==> config.mk <==
export PLATFORM = sky130hd
export DESIGN_NAME = target_resetter_multi
export DESIGN_NICKNAME = d
export VERILOG_FILES = /design/src/rtl/target_resetter_multi.sv
export SDC_FILE = /design/constraint.sdc
export NUM_CORES = 1
export LEC_CHECK = 0
export ABC_AREA = 1
export CORE_ASPECT_RATIO = 1.1
export CORE_MARGIN = 5
export CORE_UTILIZATION = 35
export DETAILED_ROUTE_END_ITERATION = 16
export PLACE_DENSITY = 0.58
export REMOVE_ABC_BUFFERS = 1
export SYNTH_ARGS = -nofsm -noshare
export SYNTH_HDL_FRONTEND = slang
export SYNTH_SLANG_ARGS = --single-unit
==> constraint.sdc <==
create_clock -name clk_usb -period 4.1 [get_ports clk_usb]
set_input_delay 1.23 -clock clk_usb [delete_from_list [all_inputs] [get_ports clk_usb]]
set_output_delay 1.23 -clock clk_usb [all_outputs]
set_load 0.05 [all_outputs]
==> src/rtl/target_resetter_multi.sv <==
// ---------------------------------------------------------------------------
// target_resetter_multi
//
// Multi-channel target reset driver on the clk_usb host register bus.
// Every channel drives one reset pin. In level mode the pin follows a
// host-written level bit. In pulse mode a host "fire" starts a self-timed
// pulse of `width` clk_usb cycles. A per-channel polarity bit inverts the
// pin for active-low targets.
//
// State table (per channel)
//   state   | meaning
//   --------+-------------------------------------------------------------
//   S_IDLE  | no pulse running; cnt is 0
//   S_PULSE | pulse running; cnt holds the remaining cycles (>= 1)
//
// Ports
//   clk_usb        in   1       sole clock
//   reset          in   1       synchronous, active-low reset
//   reg_cmd        in   8       command code
//   reg_bytecount  in   16      byte index within the current command
//   reg_data_in    in   8       write data byte
//   reg_data_out   out  8       read data byte (combinational)
//   reg_read       in   1       read strobe
//   reg_write      in   1       write strobe, one byte per asserted cycle
//   target_reset   out  NUM_CH  registered reset pins
//   pulse_busy     out  NUM_CH  registered, 1 while the channel pulses
// ---------------------------------------------------------------------------
module target_resetter_multi #(
    parameter int         NUM_CH        = 4,
    parameter int         CNT_W         = 24,
    parameter int         DEFAULT_WIDTH = 1000,
    parameter logic [7:0] CMD_LEVEL     = 8'h30,
    parameter logic [7:0] CMD_MODE      = 8'h31,
    parameter logic [7:0] CMD_POLARITY  = 8'h32,
    parameter logic [7:0] CMD_WIDTH     = 8'h33,
    parameter logic [7:0] CMD_FIRE      = 8'h34
) (
    input  logic              clk_usb,
    input  logic              reset,
    input  logic [7:0]        reg_cmd,
    input  logic [15:0]       reg_bytecount,
    input  logic [7:0]        reg_data_in,
    output logic [7:0]        reg_data_out,
    input  logic              reg_read,
    input  logic              reg_write,
    output logic [NUM_CH-1:0] target_reset,
    output logic [NUM_CH-1:0] pulse_busy
);

    // Width register is accessed byte-wise; pad it up to whole bytes.
    localparam int NBYTES = (CNT_W + 7) / 8;
    localparam int WEXT   = NBYTES * 8;

    typedef enum logic {
        S_IDLE  = 1'b0,
        S_PULSE = 1'b1
    } state_t;

    // -----------------------------------------------------------------------
    // Registers
    // -----------------------------------------------------------------------
    logic [NUM_CH-1:0] lvl_q,   lvl_d;
    logic [NUM_CH-1:0] mode_q,  mode_d;
    logic [NUM_CH-1:0] pol_q,   pol_d;
    logic [CNT_W-1:0]  width_q, width_d;

    state_t            state_q [NUM_CH];
    state_t            state_d [NUM_CH];
    logic [CNT_W-1:0]  cnt_q   [NUM_CH];
    logic [CNT_W-1:0]  cnt_d   [NUM_CH];

    logic [NUM_CH-1:0] tr_q,   tr_d;
    logic [NUM_CH-1:0] busy_q, busy_d;

    // -----------------------------------------------------------------------
    // Write decode
    // -----------------------------------------------------------------------
    logic             wr_bc0;
    logic             wr_level;
    logic             wr_mode;
    logic             wr_pol;
    logic             wr_width;
    logic             wr_fire;
    logic [CNT_W-1:0] width_eff;
    logic [WEXT-1:0]  width_ext_q;

    assign wr_bc0   = reg_write && (reg_bytecount == 16'd0);
    assign wr_level = wr_bc0 && (reg_cmd == CMD_LEVEL);
    assign wr_mode  = wr_bc0 && (reg_cmd == CMD_MODE);
    assign wr_pol   = wr_bc0 && (reg_cmd == CMD_POLARITY);
    assign wr_fire  = wr_bc0 && (reg_cmd == CMD_FIRE);
    assign wr_width = reg_write && (reg_cmd == CMD_WIDTH);

    // A zero width still produces a one-cycle pulse.
    assign width_eff   = (width_q == '0) ? CNT_W'(1) : width_q;
    assign width_ext_q = WEXT'(width_q);

    // -----------------------------------------------------------------------
    // Configuration register next-state
    // -----------------------------------------------------------------------
    logic [WEXT-1:0] width_ext_d;

    always_comb begin
        lvl_d       = lvl_q;
        mode_d      = mode_q;
        pol_d       = pol_q;
        width_ext_d = width_ext_q;

        // Only the low NUM_CH data bits map onto channels.
        for (int i = 0; i < NUM_CH; i++) begin
            if (wr_level) lvl_d[i]  = reg_data_in[i];
            if (wr_mode)  mode_d[i] = reg_data_in[i];
            if (wr_pol)   pol_d[i]  = reg_data_in[i];
        end

        // Little-endian byte writes; bytes past the register are ignored and
        // padding bits above CNT_W are dropped by the truncation below.
        if (wr_width) begin
            for (int k = 0; k < NBYTES; k++) begin
                if (reg_bytecount == 16'(k)) begin
                    width_ext_d[k*8 +: 8] = reg_data_in;
                end
            end
        end

        width_d = width_ext_d[CNT_W-1:0];
    end

    // -----------------------------------------------------------------------
    // Channel FSM next-state
    // -----------------------------------------------------------------------
    logic [NUM_CH-1:0] fire_hit;

    always_comb begin
        for (int i = 0; i < NUM_CH; i++) begin
            fire_hit[i] = wr_fire && reg_data_in[i] && mode_q[i];
        end
    end

    always_comb begin
        for (int i = 0; i < NUM_CH; i++) begin
            state_d[i] = state_q[i];
            cnt_d[i]   = cnt_q[i];

            case (state_q[i])
                S_IDLE: begin
                    if (fire_hit[i]) begin
                        state_d[i] = S_PULSE;
                        cnt_d[i]   = width_eff;
                    end
                end
                S_PULSE: begin
                    // A fire on the final count wins, so the pin never drops.
                    if (fire_hit[i]) begin
                        cnt_d[i] = width_eff;
                    end else if (cnt_q[i] == CNT_W'(1)) begin
                        state_d[i] = S_IDLE;
                        cnt_d[i]   = '0;
                    end else begin
                        cnt_d[i] = cnt_q[i] - CNT_W'(1);
                    end
                end
                default: begin
                    state_d[i] = S_IDLE;
                    cnt_d[i]   = '0;
                end
            endcase

            // Leaving pulse mode aborts any running pulse.
            if (!mode_d[i]) begin
                state_d[i] = S_IDLE;
                cnt_d[i]   = '0;
            end
        end
    end

    // -----------------------------------------------------------------------
    // Output next-state (pins are registered from the current state)
    // -----------------------------------------------------------------------
    always_comb begin
        tr_d   = '0;
        busy_d = '0;
        for (int i = 0; i < NUM_CH; i++) begin
            busy_d[i] = (state_q[i] == S_PULSE);
            tr_d[i]   = (mode_q[i] ? (state_q[i] == S_PULSE) : lvl_q[i])
                        ^ pol_q[i];
        end
    end

    // -----------------------------------------------------------------------
    // State register
    // -----------------------------------------------------------------------
    always_ff @(posedge clk_usb) begin
        if (!reset) begin
            lvl_q   <= '0;
            mode_q  <= '0;
            pol_q   <= '0;
            width_q <= CNT_W'(DEFAULT_WIDTH);
            tr_q    <= '0;
            busy_q  <= '0;
            for (int i = 0; i < NUM_CH; i++) begin
                state_q[i] <= S_IDLE;
                cnt_q[i]   <= '0;
            end
        end else begin
            lvl_q   <= lvl_d;
            mode_q  <= mode_d;
            pol_q   <= pol_d;
            width_q <= width_d;
            tr_q    <= tr_d;
            busy_q  <= busy_d;
            for (int i = 0; i < NUM_CH; i++) begin
                state_q[i] <= state_d[i];
                cnt_q[i]   <= cnt_d[i];
            end
        end
    end

    assign target_reset = tr_q;
    assign pulse_busy   = busy_q;

    // -----------------------------------------------------------------------
    // Read mux (combinational; busy reflects the state before the edge)
    // -----------------------------------------------------------------------
    always_comb begin
        reg_data_out = 8'h00;
        if (reg_read) begin
            if (reg_cmd == CMD_WIDTH) begin
                for (int k = 0; k < NBYTES; k++) begin
                    if (reg_bytecount == 16'(k)) begin
                        reg_data_out = width_ext_q[k*8 +: 8];
                    end
                end
            end else if (reg_bytecount == 16'd0) begin
                for (int i = 0; i < NUM_CH; i++) begin
                    if (reg_cmd == CMD_LEVEL)    reg_data_out[i] = lvl_q[i];
                    if (reg_cmd == CMD_MODE)     reg_data_out[i] = mode_q[i];
                    if (reg_cmd == CMD_POLARITY) reg_data_out[i] = pol_q[i];
                    if (reg_cmd == CMD_FIRE)     reg_data_out[i] = (state_q[i] == S_PULSE);
                end
            end
        end
    end

endmodule

### Word level (Yosys, flattened, before mapping)

Memory sizes are Yosys's and may differ from the RTL's.
Cells that the tools add are included.

| operators by class | value |
|---|---|
| reductions and logical operators | 19 |
| bitwise logic cells | 16 |
| equal/unequal tests | 11 |
| mux-type cells | 82 |
| add/subtract/negate cells | 4 |

Operators by type and width:

| cell | count |
|---|---|
| 24-bit two-way mux | 21 |
| 24-bit one-hot mux with 2 select lines | 4 |
| 24-bit by 1-bit equality test with 1-bit output (second input constant) | 4 |
| 24-bit by 1-bit subtractor with 24-bit output (second input constant) | 4 |
| 1-bit two-way mux | 46 |
| 8-bit by 6-bit equality test with 1-bit output (second input constant) | 5 |
| 8-bit two-way mux | 4 |
| 24-bit logical NOT | 1 |
| 16-bit by 1-bit equality test with 1-bit output (second input constant) | 1 |
| 16-bit by 2-bit equality test with 1-bit output (second input constant) | 1 |
| 16-bit logical NOT | 1 |
| 1-bit logical AND | 14 |
| 4-bit two-way mux | 3 |
| 1-bit bitwise OR | 8 |
| 1-bit one-hot mux with 2 select lines | 4 |
| 2-bit AND reduction | 3 |
| 1-bit inverter | 4 |
| 1-bit bitwise XOR | 4 |

| storage, ports and cells | value |
|---|---|
| logic and storage cells | 142 |
| input bits | 36 |
| output and inout bits | 16 |
| bits in registers | 44 |
| memories kept | 2 |
| memory bits (writable) | 100 |

Memories:

| name | words | width | rd ports | clocked after Yosys merged registers in | wr ports | line | source |
|---|---|---|---|---|---|---|---|
| cnt_q | 4 | 24 | 4 | 0 | 4 | 69 | `logic [CNT_W-1:0] cnt_q [NUM_CH];` |
| state_q | 4 | 1 | 4 | 0 | 4 | 67 | `state_t state_q [NUM_CH];` |

### Depth between registers and ports, before layout

| logic depth | value |
|---|---|
| depth in word-level cells | 9 |
| gate-level depth with buffers | 12 |
| gate-level depth less buffers | 12 |

### Least setup slack after synthesis

OpenSTA, ideal clock, no wires.

| path | value |
|---|---|
| path kind | input-to-output |
| start point | input port reg_bytecount[15] |
| end point | output port reg_data_out[2] |
| slack | 0.031 ns |
| buffers on the path | 1 |
| arrival | 2.839 ns |
| cell stages on the path | 10 |
| data required time | 2.870 ns |
| path through | nor2_1 > nand2_1 > nor2_4 > nand2_1 > nor2_1 > buf_2 > nand2_1 > o21ai_0 > o21ai_0 > nor2_1 |

| between the ends | value |
|---|---|
| cells in the longest elaborated chain, start to end | 6 |
| elaborated cells on any way between the ends | 9 |
| classes of those cells | eq/ne (2); mux (6); reduce/logical (1) |

Ends and longest elaborated chain:

| element | line | source |
|---|---|---|
| start, declared | 41 | `input logic [15:0] reg_bytecount,` |
| 16-bit logical NOT | 230, 234 |  |
| 8-bit two-way mux (3 in series) | 230 | `if (reg_bytecount == 16'(k)) begin` |
| 4-bit two-way mux (*) | 228 | `if (reg_cmd == CMD_WIDTH) begin` |
| 8-bit two-way mux (*) | 227 | `if (reg_read) begin` |
| end, declared | 43 | `output logic [7:0] reg_data_out,` |

Mark *: on every way between the ends. The rest lies on a longest branch, timed or not.

### Worst setup path in the final report

| path | value |
|---|---|
| start point | input port reg_bytecount[4] |
| end point | output port reg_data_out[0] |

Same word-level chain as after synthesis.

==> results.yml <==
outcome:
  outcome: "complete, no violations"
final_layout:
  n_fill_cell: 3015
  layout.nets: 1744
  areaGrowthSynthToFinish_pct: 18.87
  antenna_cells: 0
  drive_above_1_share_pct: 7.764
  final_cell_area_sq_mm: 0.01153
  multi_input_area_sq_mm: 0.005811
  seq_area_sq_mm: 0.002883
placed_design:
  place_area_sq_mm: 0.01072
  gp_congestion: 0.8787
  post-dp-hpwl_microns: 22070
  port_buffers: 51
clocking:
  h-tree-depth: 4
  clk_latency_ns: 0.43
  cts_tree: "built"
  clockRootBuffer: "clkbuf_16"
  cts_buffers: 17
  hold_buffers: 0
  clock_sink_count: 144
  cts.clk_slew.worst_paths_ns: 0.07
  cts_buffer_depth: 2
hold_path:
  hp-class: "reg2reg"
floorplanning:
  rows: 64
  io_pins: 52
  die_x_microns: 168.7
  core_area_sq_mm: 0.02755
  die-area_sq_mm: 0.03115
  start_util_pct: 35.22
  chipHeight_microns: 184.6
logic_synthesis:
  ys_ff_latch: 144
  syn_area_sq_mm: 0.009701
  seq_area_frac_synth_pct: 29.72
  yosys_warnings: 0
  synth_top_area_cell: "dfxtp_1"
  netlist.area_leader.share_pct: 29.72
  syn_inst: 1647
  ys_types: 30
  synth_area_leaders: "dfxtp_1, nand2_1, nand3_1"
  syn_avg_cell_area_sq_um: 5.890
global_routing:
  grt_first_pass_wirelength_microns: 50460
  overflow: 0
  grt_antenna_before_repair: 0
  grt_pass1_vias: 9571
  grt_max_degree: 48
  track_usage_pct: 20.17
timing:
  finalCritPeriodShare_pct: 97.84
  max_slew.worst_pin.slew_ns: 0.9500
  max_slew_margin_pct: 36.60
  drv_slew: 0
  rsz0062_at_grt: "yes"
  finalSetupViolations: 0
  setup_tns_ns: 0
  max_freq_mhz: 249.3
  min_period_ns: 4.012
  finClkSkew_ns: 0.009110
  final-hold-violation-count: 0
setup_path:
  cp.required_ns: 2.87
  path_max_fanout: 5
  cpMostUsedCell: "nor2_1"
  cp-end-kind: "output port"
  path_delay_family: "simple AND/OR/NAND/NOR gates"
  slowest_stage: "clkdlybuf4s50_1"
  critical_path_class: "in2out"
  worstPathCellList: "clkdlybuf4s50_1, nor2_1, nand2_2, nor2_4, nand2_4, inv_4, o21ai_0, nor2_1, nor2_1, nor2_2, buf_12"
  worst_ep_arrival_time_ns: 2.78
  slowest_delay_ns: 0.40
  crit_buf_inv: 3
  startpoint_type: "primary input"
drt:
  via_count: 10390
  post-route-drc-count: 0
  first_iter_violations: 836
  wirelength_microns: 31730
  wl_per_cell_microns: 15.29
  detail-route-antenna-nets: 0
  viasPerCell: 5.002
  firstDrtPassIters: 6
flow_run:
  maxCapViolations: 0
power:
  leakagePower_nw: 6.094
  power.density_mw_per_mm2: 279.3
  irDropWorstVdd_mv: 0.2898
## metal layers
metal	track usage [%]	share of wire [%]
met5	0	0
met3	2.982	4.2
met1	26.42	46
met4	8.636	3.9
met2	33.15	46
## stage by stage
step           utilization [%]  setup WS [ns]  std cells  hold WS (ns)  total power [mW]
4_1_cts                  41.46       0.001043       2073        0.5068             3.253
3_3_place_gp             38.93        -0.1070       2041        0.4913             1.503
3_5_place_dp             38.93        -0.1194       2041        0.4942             1.503
2_1_floorplan                -       -0.07408       1591        0.4416             1.449
6_report                 41.86        0.08845       2076        0.5034             3.221
5_1_grt                  41.86       -0.01369       2076        0.5444             3.325
## repair_timing
item | in CTS | in global routing
endpoints found under the setup margin | 8 | 8
pin swaps | 25 | 31
gates resized for setup | 37 | 40
buffers inserted | 1 | 2
cloned | 0 | 1
## report_power, final
group	total [mW]	switching [mW]	internal, mW
logic	0.0742	0.0379	0.0363
registers	1.40	0.0000000737	1.40
clock network	1.75	0.682	1.07
## cells in the mapped netlist
cell      number
nor2_2         6
nand3_2        3
xnor2_1       33
buf_2         24
nor3_1         4
buf_1          3
nor2_8         1
clkbuf_1      19
nand3_1      279
nand4_1       22
o21ai_1        2
buf_6          4
nor2_4         3
nand2_1      422
inv_2          7
dfxtp_1      144
clkinv_1       3
nor2_1       269
o211ai_1       2
xor2_1        21
and2_1         1
inv_1        211
nand3b_1      23
nand2_4        1
a21oi_1       41
o21ai_0       81
buf_4          6
ha_1           8
o21ai_2        1
nand2_2        3
## sequential cells by signal, indices dropped and copies added (netlist names)
name / flops
cnt_q: 96
width_ext_q: 24
lvl_q: 4
mode_q: 4
pol_q: 4
pulse_busy: 4
state_q: 4
target_reset: 4
## path summary, 6_finish.rpt
| kind | end | start | cells past startpoint | slack, ns |
|---|---|---|---|---|
| hold / removal | pol_q[2]$_SDFFE_PN0P_ | pol_q[2]$_SDFFE_PN0P_ | 2 | 0.50 |
| setup reg to reg | cnt_q[2][19]$_SDFFE_PN0P_ | cnt_q[2][8]$_SDFFE_PN0P_ | 10 | 1.76 |
| setup / recovery | reg_data_out[0] | reg_bytecount[4] | 11 | 0.09 |
| hold reg to reg | pol_q[2]$_SDFFE_PN0P_ | pol_q[2]$_SDFFE_PN0P_ | 2 | 0.50 |
## worst register-to-register path, stage by stage, from the launching register on
cell	delay [ns]
dfxtp_1	0.34
nor2_1	0.18
nand2_1	0.10
nor2_1	0.19
nand3_1	0.14
nand2_1	0.15
clkinv_1	0.49
nand2_1	0.40
nor2_1	0.09
nor2_1	0.11
nor2_1	0.04
## cell type report
cell class	count	share of cell area (%)
Multi-Input combinational cell	1227	50.39
Sequential cell	144	25.00
Timing Repair Buffer	89	7.791
Inverter	221	7.237
Tap cell	363	3.939
Clock buffer	19	3.928
Clock inverter	13	1.714
## cells by family (layout without fill, tap and decap cells)
| logic type | Yosys count | in the layout | synth area share (%) |
|---|---|---|---|
| XOR/XNOR | 54 | 54 | 4.876 |
| AO/OA/AOI/OAI | 127 | 127 | 6.643 |
| adder cells (fa/ha/maj) | 8 | 8 | 1.032 |
| AND/OR/NAND/NOR | 1037 | 1038 | 46.16 |
| flip-flops | 144 | 144 | 29.72 |
| buffers and inverters | 277 | 342 | 11.57 |
## cell usage in the layout (no fill, tap or decap), drive strengths merged, types with 8 or more instances in the layout
cell type,instances
nand2,427
a21oi,41
xor2,21
clkdlybuf4s50,23
clkbuf,19
nand3,282
nor2,279
buf,46
nand3b,23
xnor2,33
dfxtp,144
inv,224
nand4,22
dlygate4sd2,9
ha,8
dlymetal6s2s,9
o21ai,84
No activity file was read; power rests on OpenSTA's default activity.
